[src/rtl/uart_rx_word_fifo.sv]
// rtl/uart_rx_word_fifo.sv - packs received UART characters into words and queues them
module uart_rx_word_fifo #(
    parameter int data_bits_p      = 8,
    parameter int bytes_per_word_p = 4,
    parameter int els_p            = 8
) (
    input  logic                                  clk_i,
    input  logic                                  reset_n_i,
    input  logic                                  rx_v_i,
    input  logic [data_bits_p-1:0]                rx_i,
    input  logic                                  rx_parity_error_i,
    input  logic                                  rx_frame_error_i,
    input  logic                                  clear_i,
    output logic                                  v_o,
    output logic [bytes_per_word_p*data_bits_p-1:0] data_o,
    output logic                                  err_o,
    input  logic                                  yumi_i,
    output logic                                  overflow_o,
    output logic [$clog2(els_p+1)-1:0]            count_o
);

    localparam int word_w = bytes_per_word_p * data_bits_p;
    localparam int idx_w  = (bytes_per_word_p > 1) ? $clog2(bytes_per_word_p) : 1;
    localparam int ptr_w  = $clog2(els_p);
    localparam int cnt_w  = $clog2(els_p + 1);

    logic                 pending_err_r;
    logic [idx_w-1:0]     idx_r;
    logic [word_w-1:0]    word_r;
    logic                 acc_err_r;
    logic [word_w:0]      mem_r [els_p];
    logic [ptr_w-1:0]     rd_ptr_r;
    logic [ptr_w-1:0]     wr_ptr_r;
    logic [cnt_w-1:0]     count_r;
    logic                 overflow_r;

    logic                 char_err;
    logic                 last_char;
    logic                 pop;
    logic                 push;
    logic [word_w-1:0]    asm_word;
    logic [word_w:0]      head;

    // An error pulse coincident with rx_v_i belongs to that character, never to the next one.
    assign char_err  = pending_err_r | rx_parity_error_i | rx_frame_error_i;
    assign last_char = rx_v_i && (idx_r == idx_w'(bytes_per_word_p - 1));
    assign pop       = yumi_i && (count_r != '0);
    assign push      = last_char && ((count_r < cnt_w'(els_p)) || pop);

    always_comb begin
        asm_word = word_r;
        for (int i = 0; i < bytes_per_word_p; i++) begin
            if (idx_r == idx_w'(i)) begin
                asm_word[i*data_bits_p +: data_bits_p] = rx_i;
            end
        end
    end

    always_ff @(posedge clk_i or negedge reset_n_i) begin
        if (!reset_n_i) begin
            pending_err_r <= 1'b0;
            idx_r         <= '0;
            word_r        <= '0;
            acc_err_r     <= 1'b0;
            rd_ptr_r      <= '0;
            wr_ptr_r      <= '0;
            count_r       <= '0;
            overflow_r    <= 1'b0;
        end else if (clear_i) begin
            pending_err_r <= 1'b0;
            idx_r         <= '0;
            word_r        <= '0;
            acc_err_r     <= 1'b0;
            rd_ptr_r      <= '0;
            wr_ptr_r      <= '0;
            count_r       <= '0;
            overflow_r    <= 1'b0;
        end else begin
            if (rx_v_i) begin
                pending_err_r <= 1'b0;
            end else if (rx_parity_error_i || rx_frame_error_i) begin
                pending_err_r <= 1'b1;
            end

            if (rx_v_i) begin
                if (last_char) begin
                    idx_r     <= '0;
                    word_r    <= '0;
                    acc_err_r <= 1'b0;
                end else begin
                    idx_r     <= idx_r + idx_w'(1);
                    word_r    <= asm_word;
                    acc_err_r <= acc_err_r | char_err;
                end
            end

            if (pop) begin
                rd_ptr_r <= rd_ptr_r + ptr_w'(1);
            end
            if (push) begin
                wr_ptr_r <= wr_ptr_r + ptr_w'(1);
            end
            if (push && !pop) begin
                count_r <= count_r + cnt_w'(1);
            end else if (pop && !push) begin
                count_r <= count_r - cnt_w'(1);
            end

            if (last_char && !push) begin
                overflow_r <= 1'b1;
            end
        end
    end

    always_ff @(posedge clk_i) begin
        if (reset_n_i && !clear_i && push) begin
            mem_r[wr_ptr_r] <= {acc_err_r | char_err, asm_word};
        end
    end

    assign head       = mem_r[rd_ptr_r];
    assign v_o        = (count_r != '0);
    assign data_o     = v_o ? head[word_w-1:0] : '0;
    assign err_o      = v_o & head[word_w];
    assign overflow_o = overflow_r;
    assign count_o    = count_r;

endmodule

[config.mk]
export PLATFORM = sky130hd
export DESIGN_NAME = uart_rx_word_fifo
export DESIGN_NICKNAME = d
export VERILOG_FILES = /design/src/rtl/uart_rx_word_fifo.sv
export SDC_FILE = /design/constraint.sdc
export NUM_CORES = 1
export LEC_CHECK = 0
export CORE_ASPECT_RATIO = 0.7
export CORE_UTILIZATION = 54
export CTS_CLUSTER_DIAMETER = 100
export DETAILED_ROUTE_END_ITERATION = 8
export PLACE_DENSITY = 0.75
export SETUP_SLACK_MARGIN = 0.02
export SLEW_MARGIN = 30
export SYNTH_ARGS = -nofsm -noshare
export SYNTH_HDL_FRONTEND = slang
export SYNTH_SLANG_ARGS = --single-unit
[constraint.sdc]
create_clock -name clk_i -period 4.15 [get_ports clk_i]
set_clock_uncertainty 0.15 [all_clocks]
set_input_delay 0.6225 -clock clk_i [delete_from_list [all_inputs] [get_ports clk_i]]
set_output_delay 0.6225 -clock clk_i [all_outputs]
set_load 0.01 [all_outputs]
# Word level (Yosys, flattened, before mapping)
# Memories as Yosys holds them, arrays and structs flattened.
# Cells that the tools add are included.
[word_totals]
register_bits = 47
latchBits = 0
ram_bits = 264
mem_bits_ro = 0
in_bits = 15
out_inout_bits = 39
elab_cells = 71
mem_count = 1
[op_classes]
n_addsub = 5
multipliers = 0
div_mod_pow = 0
order_cmp = 1
n_eq_ne = 3
n_shift = 0
muxes = 28
n_bitwise = 4
reduce_logical = 21
[memory_table]
columns = ["memory", "depth", "width", "read_ports", "rd_clocked_by_memory_dff", "wr", "line_no", "text"]
rows = [
  ["mem_r", 8, 33, 1, 0, 1, "31", "logic [word_w:0] mem_r [els_p];"],
]
[ops]
columns = ["op", "count"]
rows = [
  ["$mux W32", 4],
  ["$mux W8", 4],
  ["$mux W3", 4],
  ["$mux W4", 3],
  ["$mux W1", 10],
  ["$logic_and A1 B1 Y1", 8],
  ["$reduce_bool A2 Y1", 4],
  ["$add A3 B1 Y3 const B", 2],
  ["$mux W2", 3],
  ["$reduce_bool A3 Y1", 2],
  ["$add A4 B1 Y4 const B", 1],
  ["$eq A2 B2 Y1 const B", 2],
  ["$lt A4 B4 Y1 const B", 1],
  ["$reduce_bool A4 Y1", 1],
  ["$sub A4 B1 Y4 const B", 1],
  ["$logic_not A1 Y1", 3],
  ["$or A1 B1 Y1", 3],
  ["$add A2 B1 Y2 const B", 1],
  ["$eq A2 B1 Y1 const B", 1],
  ["$logic_not A2 Y1", 1],
  ["$logic_or A1 B1 Y1", 2],
  ["$and A1 B1 Y1", 1],
]

# Depth between registers and ports, before layout
# Gate-level depths: netlist of the first run.
[logic_depth]
depth_word = 9
depth_mapped = 8
ltp_nobuf = 8

# Worst setup path after synthesis of the first run
# No wires, ideal clock.
[synth_timing]
kind = "input to register"
from = "input port rx_v_i"
to = "memory mem_r[0][0] (netlist name) (enable)"
setup_time_ns = 0.464
t_arrival_ns = 3.492
t_required_ns = 3.536
path_slack_ns = 0.044
path_stages = 4
n_path_buf = 0
path_cell_list = "nand2_1 -> nor2_1 -> nand4bb_1 -> nor3_1"
[synth_via]
elab_chain_len = 5
[synth_rtl]
columns = ["element", "line_no", "text"]
rows = [
  ["start, declared", "9", "input logic rx_v_i,"],
  ["$logic_and A1 B1 Y1", "46", "assign last_char = rx_v_i && (idx_r == idx_w'(bytes_per_word_p - 1));"],
  ["$logic_and A1 B1 Y1", "48", "assign push = last_char && ((count_r < cnt_w'(els_p)) || pop);"],
  ["$logic_and A1 B1 Y1", "116", "if (reset_n_i && !clear_i && push) begin"],
  ["$mux W1", "116", ""],
  ["$mux W1 (implied by the code)", "117", "mem_r[wr_ptr_r] <= {acc_err_r | char_err, asm_word};"],
  ["end, declared", "31", ""],
]
# Every way passes these cells.

# Worst setup path after layout of the first run
[layout_timing]
from = "register rd_ptr_r[0]"
to = "output port data_o[22]"
[layout_via]
elab_chain_len = 2
[layout_rtl]
columns = ["element", "line_no", "text"]
rows = [
  ["start, declared", "32", "logic [ptr_w-1:0] rd_ptr_r;"],
  ["start signal, assigned", "98", "rd_ptr_r <= rd_ptr_r + ptr_w'(1);"],
  ["$mem_v2 Z8 W33", "n/a", ""],
  ["$mux W32", "123", "assign data_o = v_o ? head[word_w-1:0] : '0;"],
  ["end, declared", "15", "output logic [bytes_per_word_p*data_bits_p-1:0] data_o,"],
]
# Every way passes these cells.

==> flow_summary.json, run 1 <==
{
  "cts_root_buffer": "clkbuf_16",
  "max_freq_ghz": 0.261,
  "cap_violations": 0,
  "path_class": "register to output pin",
  "initial_utilization": 0.555,
  "run_status": "complete, no violations",
  "postCtsSetupRepairBufs": 0,
  "arrival_ns": 3.06,
  "synthToLayoutAreaGrowth_pct": 15.2,
  "timing.rr.start": "idx_r[0]$_DFFE_PN0N_",
  "final_util": 0.639,
  "path_cells": "buf_12 -> mux4_2 -> mux2i_1 -> nor2_1 -> clkdlybuf4s50_1",
  "rsz0062_at_grt": "false",
  "r2r_cells": 6,
  "drt_iter0_drc": 590,
  "dieHeight_um": 130,
  "cp.required_ns": 3.38,
  "cts_tree": "yes",
  "synth_edf_count": 264,
  "drcViolationCount": 0,
  "ctsResizeCount": 0,
  "grt_overflow": 0,
  "avgSynthCellArea_um2": 19.7,
  "setup_viol": 0,
  "total_power_mw": 8.03,
  "rows": 46,
  "cts_made_buffers": 29,
  "ys_seq_area_frac": 0.720,
  "finalCritPeriodShare": 0.923,
  "startpoint": "rd_ptr_r[0]$_DFFE_PN0P_",
  "place.gp.congestion": 0.749,
  "io_pins": 54,
  "syn-num-nets": 664,
  "slew_headroom": 0.517,
  "yosysUniqueCellTypes": 48,
  "die_w_um": 185,
  "antenna_left": 0,
  "endpoint_kind": "output pin",
  "grt_pass1_vias": 6487,
  "clk_latency_ns": 0.55,
  "syn_area_um2": 12600,
  "post_drt_wl_per_cell_um": 24.6,
  "critPathSlowestCell": "dfrtp_4",
  "r2r_slack_ns": 0.81,
  "hold_viol": 0,
  "cts_sinks": 311,
  "ys_seq_elements": 311,
  "layout_min_cycle_time_ns": 3.83,
  "finalSetupTns_ns": 0,
  "async_flop_share": 0.151,
  "grt_pass1_wl_um": 40100,
  "tightest_slew_ns": 0.723,
  "dp_hpwl_um": 15500,
  "hp-class": "input pin to async pin",
  "synth_top_area_share": 0.627,
  "holdWs_ns": 0.327,
  "synth_ff_type": "edfxtp_1",
  "grtUsageTotal": 0.230,
  "cp_slowest_stage_delay_ns": 0.84,
  "synth_top_cell_by_area": "edfxtp_1",
  "fin_nets": 733,
  "drt_wl_total_um": 25700,
  "worstReg2RegEnd": "mem_r[7][11]$_DFFE_PP_",
  "drive_above_1_share": 0.223,
  "antenna_found_initial": 0,
  "cts_buffer_depth": 3,
  "grt_max_degree": 40,
  "cts_hold_buf": 1,
  "synthTopCellsByArea": "edfxtp_1 63%, dfrtp_1 9.3%, mux4_2 8.9%",
  "htreeDepth": 1,
  "p_per_area_nw_per_um2": 551,
  "crit_fanout": 31,
  "ys_warn_count": 0,
  "core_region_area_um2": 22800,
  "cp-start-kind": "register",
  "vdd_drop_max_mv": 0.387,
  "crit_path_end": "data_o[22]",
  "cts.clk_slew.worst_paths_ns": 0.07,
  "p_leak_nw": 4.92,
  "routed_via_density": 6.08,
  "num_vias": 6336,
  "first_pass_iters": 5,
  "n_antenna_cell": 0,
  "io_buffers": 53,
  "die_area_um2": 24000,
  "syn_inst": 640,
  "maxSlewViolCount": 0
}
through the flow:
stage               cell area (µm²)  cells  setup slack [ns]
floorplan                     12600    640            0.0441
global placement              13600    989             0.770
global route                  14600   1042             0.154
finish                        14600   1042             0.321
CTS                           14600   1042             0.288
detailed placement            13600    989             0.680
cells in the final DEF, fill, tap and decap left out, drive strengths merged, types with 2 or more instances in the layout:
| cell | synthesis | layout |
|---|---|---|
| a21oi | 6 | 6 |
| a31oi | 3 | 3 |
| a32o | 24 | 24 |
| and2 | 9 | 9 |
| buf | 20 | 23 |
| bufinv | 0 | 2 |
| clkbuf | 18 | 39 |
| clkdlybuf4s50 | 0 | 52 |
| clkinv | 0 | 9 |
| clkinvlp | 0 | 2 |
| dfrtp | 47 | 47 |
| edfxtp | 264 | 264 |
| ha | 8 | 8 |
| inv | 8 | 8 |
| mux2 | 32 | 32 |
| mux2i | 34 | 34 |
| mux4 | 66 | 66 |
| nand2 | 10 | 10 |
| nand2b | 2 | 2 |
| nand3 | 3 | 3 |
| nor2 | 51 | 51 |
| nor3 | 3 | 3 |
| nor4 | 2 | 2 |
| o21ai | 7 | 7 |
| o31a | 2 | 2 |
| or3 | 2 | 2 |
| xnor2 | 4 | 4 |
| xor2 | 2 | 2 |
state kept, by name, summed over array words and instances, names as in the netlist:
name	cells
count_o	4
pending_err_r	1
overflow_o	1
word_r	32
acc_err_r	1
wr_ptr_r	3
rd_ptr_r	3
mem_r	264
idx_r	2
power breakdown:
group	total [mW]	internal [mW]	switching [mW]	leakage (nW)
clock network	2.58	1.47	1.11	0.448
registers	3.59	3.44	0.144	3.13
logic	1.85	0.992	0.863	1.34
total	8.03	5.91	2.12	4.92
area by class of cell:
class | count | area (µm²)
Multi-Input combinational cell | 283 | 3300
Clock inverter | 13 | 115
Fill cell | 1541 | 8230
Inverter | 8 | 30.0
Sequential cell | 311 | 9110
Timing Repair Buffer | 76 | 813
Tap cell | 312 | 390
Clock buffer | 39 | 803
worst min path at each step:
| stage | slack, ns | end | depth (start not counted) |
|---|---|---|---|
| floorplan | 0.18 | acc_err_r$_DFFE_PN0N_ | 0 |
| global placement | 0.31 | word_r[31]$_DFFE_PN0N_ | 1 |
| detailed placement | 0.32 | word_r[31]$_DFFE_PN0N_ | 1 |
| CTS | 0.32 | word_r[25]$_DFFE_PN0N_ | 2 |
| global route | 0.34 | word_r[25]$_DFFE_PN0N_ | 2 |
| finish | 0.33 | word_r[25]$_DFFE_PN0N_ | 2 |
cells by family (layout without fill, tap and decap cells):
group | after synthesis | count (layout) | share of synthesized area
AND/OR/NAND/NOR | 87 | 87 | 0.0326
XOR/XNOR | 6 | 6 | 0.00416
AO/OA/AOI/OAI | 49 | 49 | 0.0326
multiplexers | 132 | 132 | 0.178
flip-flops | 311 | 311 | 0.720
adder cells (fa/ha/maj) | 9 | 9 | 0.00950
buffers and inverters | 46 | 136 | 0.0231
worst max-delay path: cells and delay by family (launching register included):
kind	cells	cell delay, ns
buffers and inverters	2	0.77
multiplexers	2	0.81
flip-flops	1	0.84
AND/OR/NAND/NOR	1	0.08
cells in the mapped netlist (2+ instances only):
library cell and instances:
or3_1 2, o31a_1 2, mux2_2 32, clkbuf_4 3, edfxtp_1 264, clkbuf_1 14
buf_4 4, ha_1 8, nand2b_1 2, buf_12 4, a32o_1 24, buf_2 8
nand2_1 10, and2_1 9, a21oi_1 6, a31oi_1 3, dfrtp_1 47, nor3_1 3
o21ai_1 4, mux4_2 50, xnor2_1 4, o21ai_0 3, buf_1 3, mux2i_1 34
inv_1 7, nor2_1 50, mux4_1 16, nand3_1 3, xor2_1 2
metal layers:
metal / wire, µm / GRT usage
met1: 11500 / 0.354
met2: 12000 / 0.351
met3: 1660 / 0.0340
met4: 527 / 0.0540
met5: 0 / 0
Power figures use the tool's default switching activity.
==> run 2: changes to the inputs <==
Settings changed: CAP_MARGIN from default to 10, PLACE_DENSITY 0.75 to 0.71.
==> flow_summary.json, run 2 (same netlist as run 1, synthesis figures left out) <==
{
  "run_status": "complete, no violations",
  "largest_reg_flops": 264,
  "routed_via_density": 6.08,
  "cp_slowest_stage_delay_ns": 0.73,
  "fin_nets": 740,
  "antenna_found_initial": 1,
  "grt_pass1_wl_um": 39600,
  "path_delay_family": "buffers and inverters",
  "crit_fanout": 28,
  "p_comb_frac": 0.238,
  "layout_min_cycle_time_ns": 3.71,
  "cts_tree": "yes",
  "cts.clk_slew.worst_paths_ns": 0.06,
  "cts_sinks": 311,
  "die_w_um": 185,
  "seq_power_share": 0.455,
  "dieHeight_um": 130,
  "cap_violations": 0,
  "htreeDepth": 1,
  "dp_cells": 996,
  "path_buf_inv": 2,
  "p_per_area_nw_per_um2": 543,
  "place.gp.congestion": 0.829,
  "n_antenna_cell": 0,
  "setup_viol": 0,
  "cp.required_ns": 3.38,
  "grt_max_degree": 38,
  "dp_hpwl_um": 15400,
  "path_class": "register to output pin",
  "cp-start-kind": "register",
  "clkPwrFrac": 0.307,
  "cts_root_buffer": "clkbuf_16",
  "initial_utilization": 0.555,
  "final_cells": 1047,
  "cts_buffer_depth": 3,
  "num_vias": 6365,
  "drive_above_1_share": 0.227,
  "vdd_drop_max_mv": 0.376,
  "antenna_left": 0,
  "finalSetupTns_ns": 0,
  "regMostFlops": "mem_r",
  "endpoint_kind": "output pin",
  "slew_headroom": 0.495,
  "final_cell_mix": "264 x edfxtp_1, 52 x clkdlybuf4s50_1, 50 x mux4_2",
  "die_area_um2": 24000,
  "critPathSlowestCell": "dfrtp_4",
  "p_int_mw": 5.76,
  "grt_pass1_vias": 6685,
  "path_cells": "buf_12 -> mux4_1 -> mux2i_1 -> nor2_1 -> clkdlybuf4s50_1",
  "drt_iter0_drc": 566,
  "first_pass_iters": 4,
  "core_region_area_um2": 22800,
  "io_pins": 54,
  "drt_wl_total_um": 25400,
  "post_drt_wl_per_cell_um": 24.3,
  "grtUsageTotal": 0.224,
  "switching_share": 0.266,
  "rows": 46,
  "rsz0062_at_grt": "false",
  "maxSlewViolCount": 0,
  "hold_viol": 0,
  "tightest_slew_ns": 0.758,
  "clk_latency_ns": 0.54,
  "final_common_cell": "edfxtp_1",
  "finalCritPeriodShare": 0.894,
  "cts_made_buffers": 29,
  "max_freq_ghz": 0.270,
  "drcViolationCount": 0,
  "arrival_ns": 2.94,
  "hp-class": "register to register",
  "grt_overflow": 0,
  "io_buffers": 53,
  "synthToLayoutAreaGrowth_pct": 14.5,
  "p_leak_nw": 4.90,
  "holdWs_ns": 0.334,
  "net-switching-power_mw": 2.09
}
[run 2: cell count changes in the layout (fill, tap and decap cells not counted), moves of 2 or more]
cell / delta
buf_4: +13
clkbuf_1: -2
clkinv_2: +2
clkinv_1: +3
clkbuf_8: -4
buf_12: -6
[run 2: stage by stage]
step	setup slack [ns]	utilization	instance area (µm²)	total power [mW]
global route	0.263	0.635	14500	8.17
CTS	0.395	0.635	14500	7.91
finish	0.441	0.635	14500	7.85
floorplan	0.0441	-	12600	4.81
global placement	0.980	0.597	13600	5.48
detailed placement	0.818	0.597	13600	5.52
[run 2: worst reg2reg max path: stages (launching register included)]
cell and delay [ns]:
dfrtp_1 0.42, ha_1 0.23, nand2_1 0.22, nor2_1 0.31
nand4b_1 0.41, nor3_2 0.30, buf_4 0.34
[run 2: path summary, 6_finish.rpt]
| check | from | to | slack, ns | depth (start not counted) |
|---|---|---|---|---|
| min reg2reg | word_r[26]$_DFFE_PN0N_ | word_r[26]$_DFFE_PN0N_ | 0.33 | 1 |
| min in group asynchronous | reset_n_i | wr_ptr_r[2]$_DFFE_PN0P_ | 0.38 | 2 |
| max in group asynchronous | reset_n_i | rd_ptr_r[0]$_DFFE_PN0P_ | 2.59 | 3 |
| min | word_r[26]$_DFFE_PN0N_ | word_r[26]$_DFFE_PN0N_ | 0.33 | 1 |
| max | rd_ptr_r[0]$_DFFE_PN0P_ | data_o[4] | 0.44 | 5 |
| max reg2reg | idx_r[0]$_DFFE_PN0N_ | mem_r[1][2]$_DFFE_PP_ | 1.44 | 6 |
[run 2: repair_timing]
item,in CTS,in global routing
buffers inserted,0,0
hold buffers,1,0
resized for setup,0,0
endpoints found under the hold margin,10,0
[run 2: per-layer routing]
metal | up-vias | GRT usage | share of wire
met5 | - | 0 | 0.00051
met4 | 2 | 0.0617 | 0.023
li1 | 2755 | - | -
met1 | 3347 | 0.319 | 0.44
met2 | 215 | 0.370 | 0.49
met3 | 46 | 0.0310 | 0.054
[run 2: layout make-up]
type                            instances  area [µm²]
Sequential cell                       311        9110
Fill cell                            1582        8330
Multi-Input combinational cell        283        3300
Timing Repair Buffer                   83         791
Clock buffer                           33         741
Tap cell                              312         390
Clock inverter                         17         106
Inverter                                8        30.0
[run 2: power by group through the flow]
stage               sequential [mW]  combinational (mW)  clock, mW
floorplan                      3.55                1.26          0
global placement               3.63                1.85          0
detailed placement             3.64                1.88          0
CTS                            3.57                1.90       2.45
global route                   3.58                2.02       2.57
finish                         3.57                1.87       2.41
